--- src/rtl/ahb_pkg.sv ---
// Shared AHB-Lite encodings and helpers for the interconnect slice.
package ahb_pkg;

  localparam logic [1:0] HTRANS_IDLE   = 2'b00;
  localparam logic [1:0] HTRANS_BUSY   = 2'b01;
  localparam logic [1:0] HTRANS_NONSEQ = 2'b10;
  localparam logic [1:0] HTRANS_SEQ    = 2'b11;

  localparam logic HRESP_OKAY  = 1'b0;
  localparam logic HRESP_ERROR = 1'b1;

  typedef enum logic [1:0] {
    DS_IDLE = 2'd0,
    DS_ERR1 = 2'd1,
    DS_ERR2 = 2'd2
  } ds_state_t;

  function automatic int clog2(input int v);
    int r;
    r = 0;
    for (int i = 0; i < 31; i++)
      if ((1 << i) < v) r = i + 1;
    return r;
  endfunction

endpackage

--- src/rtl/ahb_ic_default_slave.sv ---
// Default slave: two-cycle ERROR for unmapped transfers.
// HREADY_TIMEOUT_EN adds a watchdog trigger into the same sequence.
module ahb_ic_default_slave
  import ahb_pkg::*;
(
  input  logic clk,
  input  logic rst_n,
  input  logic hready,
  input  logic unmapped,
  input  logic trans_active,
`ifdef HREADY_TIMEOUT_EN
  input  logic timeout_trig,
`endif
  output logic ds_hready,
  output logic ds_hresp,
  output logic ds_busy
);

  ds_state_t state;

  assign ds_busy = (state != DS_IDLE);

  always_ff @(posedge clk or negedge rst_n) begin
    if (!rst_n) begin
      state     <= DS_IDLE;
      ds_hready <= 1'b1;
      ds_hresp  <= HRESP_OKAY;
    end else begin
      unique case (state)
        DS_IDLE: begin
          if (hready && unmapped && trans_active) begin
            state     <= DS_ERR1;
            ds_hready <= 1'b0;
            ds_hresp  <= HRESP_ERROR;
          end
`ifdef HREADY_TIMEOUT_EN
          else if (timeout_trig) begin
            state     <= DS_ERR1;
            ds_hready <= 1'b0;
            ds_hresp  <= HRESP_ERROR;
          end
`endif
        end
        DS_ERR1: begin
          state     <= DS_ERR2;
          ds_hready <= 1'b1;
          ds_hresp  <= HRESP_ERROR;
        end
        DS_ERR2: begin
          if (unmapped && trans_active) begin
            state     <= DS_ERR1;
            ds_hready <= 1'b0;
            ds_hresp  <= HRESP_ERROR;
          end else begin
            state     <= DS_IDLE;
            ds_hready <= 1'b1;
            ds_hresp  <= HRESP_OKAY;
          end
        end
        default: begin
          state     <= DS_IDLE;
          ds_hready <= 1'b1;
          ds_hresp  <= HRESP_OKAY;
        end
      endcase
    end
  end

endmodule

--- src/rtl/ahb_interconnect_n.sv ---
// Single-master AHB-Lite interconnect: decode, response mux, default slave.
// Optional HREADY_TIMEOUT_EN aborts stalled slaves after TIMEOUT_CYCLES.
module ahb_interconnect_n
  import ahb_pkg::*;
#(
  parameter int NUM_SLAVES = 4,
  parameter int ADDR_W = 32,
  parameter int DATA_W = 32,
  parameter logic [NUM_SLAVES*ADDR_W-1:0] BASE_ADDRS =
    {32'h4000_0000, 32'h2000_0000, 32'h1000_0000, 32'h0000_0000},
  parameter logic [NUM_SLAVES*ADDR_W-1:0] ADDR_MASKS =
    {4{32'hF000_0000}},
  parameter int TIMEOUT_CYCLES = 256
) (
  input  logic                         in_HCLK,
  input  logic                         in_HRESET,
  input  logic [ADDR_W-1:0]            in_HADDR,
  input  logic [1:0]                   in_HTRANS,
  input  logic                         in_HWRITE,
  output logic [NUM_SLAVES-1:0]        out_HSEL,
  input  logic [NUM_SLAVES-1:0]        in_HREADY_S,
  input  logic [NUM_SLAVES-1:0]        in_HRESP_S,
  input  logic [NUM_SLAVES*DATA_W-1:0] in_HRDATA_S,
  output logic                         out_HREADY,
  output logic                         out_HRESP,
  output logic [DATA_W-1:0]            out_HRDATA,
  output logic                         out_timeout
);

  localparam int SEL_W = clog2(NUM_SLAVES + 1);
  localparam logic [SEL_W-1:0] DEF_SEL = SEL_W'(NUM_SLAVES);

  logic [SEL_W-1:0]  win;
  logic [SEL_W-1:0]  dsel;
  logic              found;
  logic              unmapped;
  logic              ds_hready;
  logic              ds_hresp;
  logic              ds_busy;
  logic              sel_hready;
  logic              sel_hresp;
  logic [DATA_W-1:0] sel_hrdata;
  logic              use_ds;
  logic              unused_ok;

  assign unused_ok = ^{in_HWRITE, in_HTRANS[0]};

  // Lowest index wins when regions overlap.
  always_comb begin
    out_HSEL = '0;
    win      = DEF_SEL;
    found    = 1'b0;
    for (int i = 0; i < NUM_SLAVES; i++) begin
      if (!found &&
          ((in_HADDR & ADDR_MASKS[i*ADDR_W +: ADDR_W]) ==
           (BASE_ADDRS[i*ADDR_W +: ADDR_W] &
            ADDR_MASKS[i*ADDR_W +: ADDR_W]))) begin
        found       = 1'b1;
        win         = SEL_W'(i);
        out_HSEL[i] = 1'b1;
      end
    end
  end

  assign unmapped = !found;

  always_ff @(posedge in_HCLK or negedge in_HRESET) begin
    if (!in_HRESET) dsel <= DEF_SEL;
    else if (out_HREADY) dsel <= win;
  end

  always_comb begin
    sel_hready = 1'b1;
    sel_hresp  = HRESP_OKAY;
    sel_hrdata = '0;
    for (int i = 0; i < NUM_SLAVES; i++) begin
      if (dsel == SEL_W'(i)) begin
        sel_hready = in_HREADY_S[i];
        sel_hresp  = in_HRESP_S[i];
        sel_hrdata = in_HRDATA_S[i*DATA_W +: DATA_W];
      end
    end
  end

  // An active error sequence owns the bus even over a stalled slave.
  assign use_ds     = ds_busy || (dsel == DEF_SEL);
  assign out_HREADY = use_ds ? ds_hready : sel_hready;
  assign out_HRESP  = use_ds ? ds_hresp : sel_hresp;
  assign out_HRDATA = use_ds ? '0 : sel_hrdata;

`ifdef HREADY_TIMEOUT_EN
  localparam int CNT_W = clog2(TIMEOUT_CYCLES + 1);

  logic [CNT_W-1:0] to_cnt;
  logic             stall;
  logic             to_trig;

  assign stall   = !use_ds && !sel_hready;
  assign to_trig = stall &&
                   (to_cnt == CNT_W'(TIMEOUT_CYCLES - 1));

  always_ff @(posedge in_HCLK or negedge in_HRESET) begin
    if (!in_HRESET) begin
      to_cnt      <= '0;
      out_timeout <= 1'b0;
    end else begin
      out_timeout <= to_trig;
      if (stall && !to_trig) to_cnt <= to_cnt + 1'b1;
      else to_cnt <= '0;
    end
  end
`else
  assign out_timeout = 1'b0;
`endif

  ahb_ic_default_slave u_def (
    .clk          (in_HCLK),
    .rst_n        (in_HRESET),
    .hready       (out_HREADY),
    .unmapped     (unmapped),
    .trans_active (in_HTRANS[1]),
`ifdef HREADY_TIMEOUT_EN
    .timeout_trig (to_trig),
`endif
    .ds_hready    (ds_hready),
    .ds_hresp     (ds_hresp),
    .ds_busy      (ds_busy)
  );

endmodule

--- config.mk ---
export PLATFORM = sky130hd
export DESIGN_NAME = ahb_interconnect_n
export DESIGN_NICKNAME = d
export VERILOG_FILES = /design/src/rtl/ahb_pkg.sv /design/src/rtl/ahb_ic_default_slave.sv /design/src/rtl/ahb_interconnect_n.sv
export SDC_FILE = /design/constraint.sdc
export NUM_CORES = 1
export LEC_CHECK = 0
export ABC_AREA = 0
export CORE_AREA = 2 2 83 85
export CTS_CLUSTER_DIAMETER = 50
export DETAILED_ROUTE_END_ITERATION = 10
export DIE_AREA = 0 0 85 87
export GPL_TIMING_DRIVEN = 0
export PLACE_DENSITY = 0.87
export SLEW_MARGIN = 20
export SYNTH_ARGS = -nofsm -noshare
export SYNTH_HDL_FRONTEND = slang
export SYNTH_SLANG_ARGS = --single-unit
--- constraint.sdc ---
create_clock -name in_HCLK -period 7.05 [get_ports in_HCLK]
set_clock_uncertainty 0.15 [all_clocks]
set_input_delay 2.115 -clock in_HCLK [delete_from_list [all_inputs] [get_ports in_HCLK]]
set_output_delay 2.115 -clock in_HCLK [all_outputs]
set_load 0.02 [all_outputs]
Word level (Yosys, flattened, before mapping)
Index checks and enable logic that the tools add are counted.

cells by class
  equality and inequality tests = 10
  muxes and demuxes = 35
  reduce and logical (&&, ||, !) cells = 15

operator list
  cell                  count
  $mux W32              5
  $logic_not A32 Y1     1
  $mux W1               22
  $mux W3               4
  $eq A3 B2 Y1 const B  2
  $logic_and A1 B1 Y1   6
  $pmux W2 S3           1
  $eq A4 B1 Y1 const B  1
  $eq A4 B2 Y1 const B  1
  $eq A4 B3 Y1 const B  1
  $logic_not A1 Y1      4
  $eq A3 B1 Y1 const B  1
  $eq A3 B3 Y1 const B  1
  $logic_not A3 Y1      1
  $pmux W1 S3           1
  $eq A2 B1 Y1 const B  1
  $eq A2 B2 Y1 const B  1
  $logic_not A2 Y1      1
  $mux W2               1
  $ne A2 B1 Y1 const B  1
  $pmux W1 S2           1
  $reduce_bool A2 Y1    1
  $logic_or A1 B1 Y1    1

word-level totals
  register bits after elaboration = 7
  bits of input ports = 173
  output and inout bits = 39
  word-level logic and storage cells = 64

Logic depth before layout (Yosys ltp)
  depth in word-level cells = 16
  depth in mapped cells = 6
  depth with buffers taken out = 4

Modules after synthesis
From an unflattened synthesis, not the netlist that was laid out.

second synthesis, totals
  cell total of the unflattened synthesis = 193
  area total of the unflattened synthesis = 1,647.8 um2

by module, submodules not included
  module                instances  cells an instance  area an instance (um2)  seq. area each (um2)
  ahb_interconnect_n    1          181                1,496.4                 76.3
  ahb_ic_default_slave  1          12                 151.4                   101.3

Worst setup path before layout
No wires, ideal clock.

  path type = input port to output port
  start = input in_HADDR[29]
  end = output out_HSEL[3]
  arrival = 3,037 ps
  data required time = 4,785 ps
  slack = 1,748 ps
  stages on the path = 1
  buffers on the path = 0
  cells stage by stage = nor4b_1

on the way
  longest elaborated chain between the ends = 11
  elaborated cells on any way between the ends = 14
  those cells by class = eq/ne (3); mux (4); reduce/logical (7)

RTL lines
  item                     line                      RTL
  start: declaration       ahb_interconnect_n.sv:17  input logic [ADDR_W-1:0] in_HADDR,
  $logic_not A32 Y1        ahb_interconnect_n.sv:55  ((in_HADDR & ADDR_MASKS[i*ADDR_W +: ADDR_W]) ==
  $mux W1                  ahb_interconnect_n.sv:54  if (!found &&
  $logic_not A1 Y1         ahb_interconnect_n.sv:54
  $logic_and A1 B1 Y1      ahb_interconnect_n.sv:54
  $mux W1                  ahb_interconnect_n.sv:54
  $logic_not A1 Y1         ahb_interconnect_n.sv:54
  $logic_and A1 B1 Y1      ahb_interconnect_n.sv:54
  $mux W1                  ahb_interconnect_n.sv:54
  $logic_not A1 Y1         ahb_interconnect_n.sv:54
  $logic_and A1 B1 Y1 (*)  ahb_interconnect_n.sv:54
  $mux W1 (*)              ahb_interconnect_n.sv:54
  end: declaration         ahb_interconnect_n.sv:20  output logic [NUM_SLAVES-1:0] out_HSEL,

Every way passes the cells marked *; elsewhere a longest branch is shown, timed or not.

Final worst setup path
  start = input in_HREADY_S[3]
  end = output out_HREADY

on the way
  longest elaborated chain between the ends = 2

RTL lines
  item                line                      RTL
  start: declaration  ahb_interconnect_n.sv:21  input logic [NUM_SLAVES-1:0] in_HREADY_S,
  $mux W1             ahb_interconnect_n.sv:77  if (dsel == SEL_W'(i)) begin
  $mux W1             ahb_interconnect_n.sv:87  assign out_HREADY = use_ds ? ds_hready : sel_hready;
  end: declaration    ahb_interconnect_n.sv:24  output logic out_HREADY,

No other way between the ends.

==> out/metrics.yaml <==
reg2reg_depth: 6
ios: 212
die_y_um: 87
setup_viol: 0
via_per_inst: 4.814
post_cts_buffers: 0
finalHoldViolCount: 0
dp_cells: 448
antenna_left: 0
htreeDepth: 1
worst_path_most_repeated_cell: "clkdlybuf4s50_1"
ir_drop_mv: 0.1427
port_buffers: 180
clkSinkCount: 7
first_iter_violations: 22
initial_core_util_pct: 21.26
first_pass_iters: 4
hold_depth: 1
cts_buffer_depth: 2
core_sq_mm: 0.006569
fmax_ghz: 0.1600
dp_hpwl_um: 6218
final_nets: 546
critPathMaxFanout: 6
grt_max_degree: 11
synth_area_sq_mm: 0.001396
post_cts_resized: 0
cts_root_buf: "clkbuf_8"
first_global_vias: 2373
tritoncts: "built"
period_share_pct: 88.66
antennaDiodeCount: 0
cp.depth: 6
hold_path_class: "flip-flop to flip-flop"
grt_pass1_wl_um: 11010
row_count: 30
cts_buffers: 3
fin_setup_tns_ns: 0
synthCells: 188
drc: 0
die_area_sq_mm: 0.007395
drv_slew: 0
antenna_found_initial: 0
crit_family: "buffers and inverters"
crit_path_start_kind: "primary input"
leakagePower_nw: 1.203
max_slew_margin_pct: 62.62
synth_flop_cell: "dfrtp_1"
finalNonFillerCells: 452
routed_wl_um: 7373
yosysUniqueCellTypes: 31
vias: 2176
hold_buffers: 0
die_x_um: 85
wl_per_cell_um: 16.31
avgSynthCellArea_sq_um: 7.427
crit_chain: "clkdlybuf4s50_1, mux4_2, or2_1, o21a_1, buf_6, clkdlybuf4s50_1"
place.gp.congestion: 0.8425
arrival_ns: 3.99
worst_slew_pin_slew_ns: 0.5530
clk_pin_slew_ns: 0.04
synthToLayoutAreaGrowth_pct: 139.4
drv_cap: 0
crit_buf_inv: 3
ys_async_sr_fraction_pct: 100.0
ys_warn_count: 0
clkLatencyLatePin_ns: 0.22
ys_ff_latch: 7
critPathKind: "primary input to output pin"
max_stage_delay_ns: 0.53
cp_slowest_cell: "clkdlybuf4s50_1"
status: "complete, no violations"
final_layout_size_suffix_gt1_share_pct: 12.37
grt_overflow: 0
synth_edf_count: 0
syn-num-nets: 361
required_ns: 4.79
end_kind: "output pin"
grt.total_usage_pct: 18.48
rsz0062_at_grt: "false"
post-route-min-period_ns: 6.250
yosysSeqAreaShare_pct: 12.72
power_density_mw_per_mm2: 257.2
[stage by stage]
stage          hold WS [ns]  utilization, %  power (mW)  cell area (sq um)  setup WS (ns)
2_1_floorplan        0.3359               -      0.4891               1396          1.748
3_3_place_gp         0.3685           50.21      0.7990               3298         0.8056
3_5_place_dp         0.3988           50.21      0.8100               3298         0.8060
4_1_cts              0.4044           50.90      0.8703               3343         0.7910
5_1_grt              0.4244           50.90      0.9227               3343         0.7452
6_report             0.4010           50.90      0.8599               3343         0.7996
[synth_stat cells (4+ instances only)]
cell	count	share of area, %
a211oi_1	9	4.8
and2_0	4	1.8
buf_2	7	2.5
clkbuf_1	10	2.7
dfrtp_1	5	9.0
inv_1	4	1.1
mux2_2	27	22
mux2i_1	6	4.3
nor2_1	31	8.3
nor3_1	29	10
o22ai_1	27	12
[worst register-to-register path, cell delays in order, from the launching register on]
cell     delay, ns
dfrtp_1       0.43
or3_1         0.31
buf_2         0.17
or2_1         0.25
o21a_1        0.12
buf_6         0.13
mux2_4        0.29
[registers in the layout, summed over array words and instances (netlist names)]
name and cells:
u_def.ds_hresp 1, u_def.state 2, u_def.ds_hready 1, dsel 3
[cell families after synthesis]
family,count (synthesis),share of synthesized area [%]
AOI/OAI and AO/OA,44,20.97
buffers and inverters,23,7.616
DFF,7,12.72
muxes,37,31.99
other,1,0.2686
and+or+nand+nor,76,26.44
[report_power, final]
| part | switching (mW) | internal (mW) | leakage, nW |
|---|---|---|---|
| sequential | 0.0168 | 0.0617 | 0.0849 |
| combinational | 0.357 | 0.370 | 1.10 |
| clock | 0.0152 | 0.0389 | 0.0228 |
| total | 0.389 | 0.471 | 1.20 |
[worst paths after layout]
path / startpoint / to / slack (ns)
setup / recovery: in_HREADY_S[3] / out_HREADY / 0.80
hold / removal: u_def.state[1]$_DFFE_PN0P_ / u_def.state[1]$_DFFE_PN0P_ / 0.40
setup reg to reg: u_def.state[1]$_DFFE_PN0P_ / dsel[2]$_DFFE_PN1N_ / 5.12
hold reg to reg: u_def.state[1]$_DFFE_PN0P_ / u_def.state[1]$_DFFE_PN0P_ / 0.40
max in group asynchronous: in_HRESET / u_def.ds_hready$_DFFE_PN1P_ / 4.47
min in group asynchronous: in_HRESET / u_def.ds_hresp$_DFFE_PN0P_ / 2.00
[layout by cell type (no fill, tap or decap), types with 3 or more instances in the layout]
cell,synthesis,layout
mux4_2,3,3
clkbuf_1,10,11
clkbuf_8,0,3
mux2i_1,6,6
buf_2,7,7
dfrtp_1,5,5
a211oi_1,9,9
nor4b_1,3,3
mux2_2,27,27
nor3_1,29,29
clkdlybuf4s50_1,0,180
and2_0,4,4
o22ai_1,27,27
inv_1,4,4
nand2b_1,3,3
nor2_1,31,31
[layer usage]
| layer | track usage [%] | routed length (um) | vias to the layer above | part of all wire, % |
|---|---|---|---|---|
| li1 | - | - | 1076 | - |
| met1 | 19.47 | 2765 | 989 | 38 |
| met2 | 36.01 | 3756 | 111 | 51 |
| met3 | 6.635 | 851 | 0 | 12 |
| met4 | 2.165 | 0 | 0 | 0 |
| met5 | 0 | 0 | - | 0 |
[final cells by class]
cell class / count / area (sq um)
inverter: 4 / 15.01
tap: 80 / 100.1
timing repair buffer: 180 / 1802
buffer: 19 / 91.34
fill: 646 / 3226
clock buffer: 4 / 45.04
multi-input combinational: 158 / 1112
sequential: 7 / 177.7
Power figures use the tool's default switching activity.
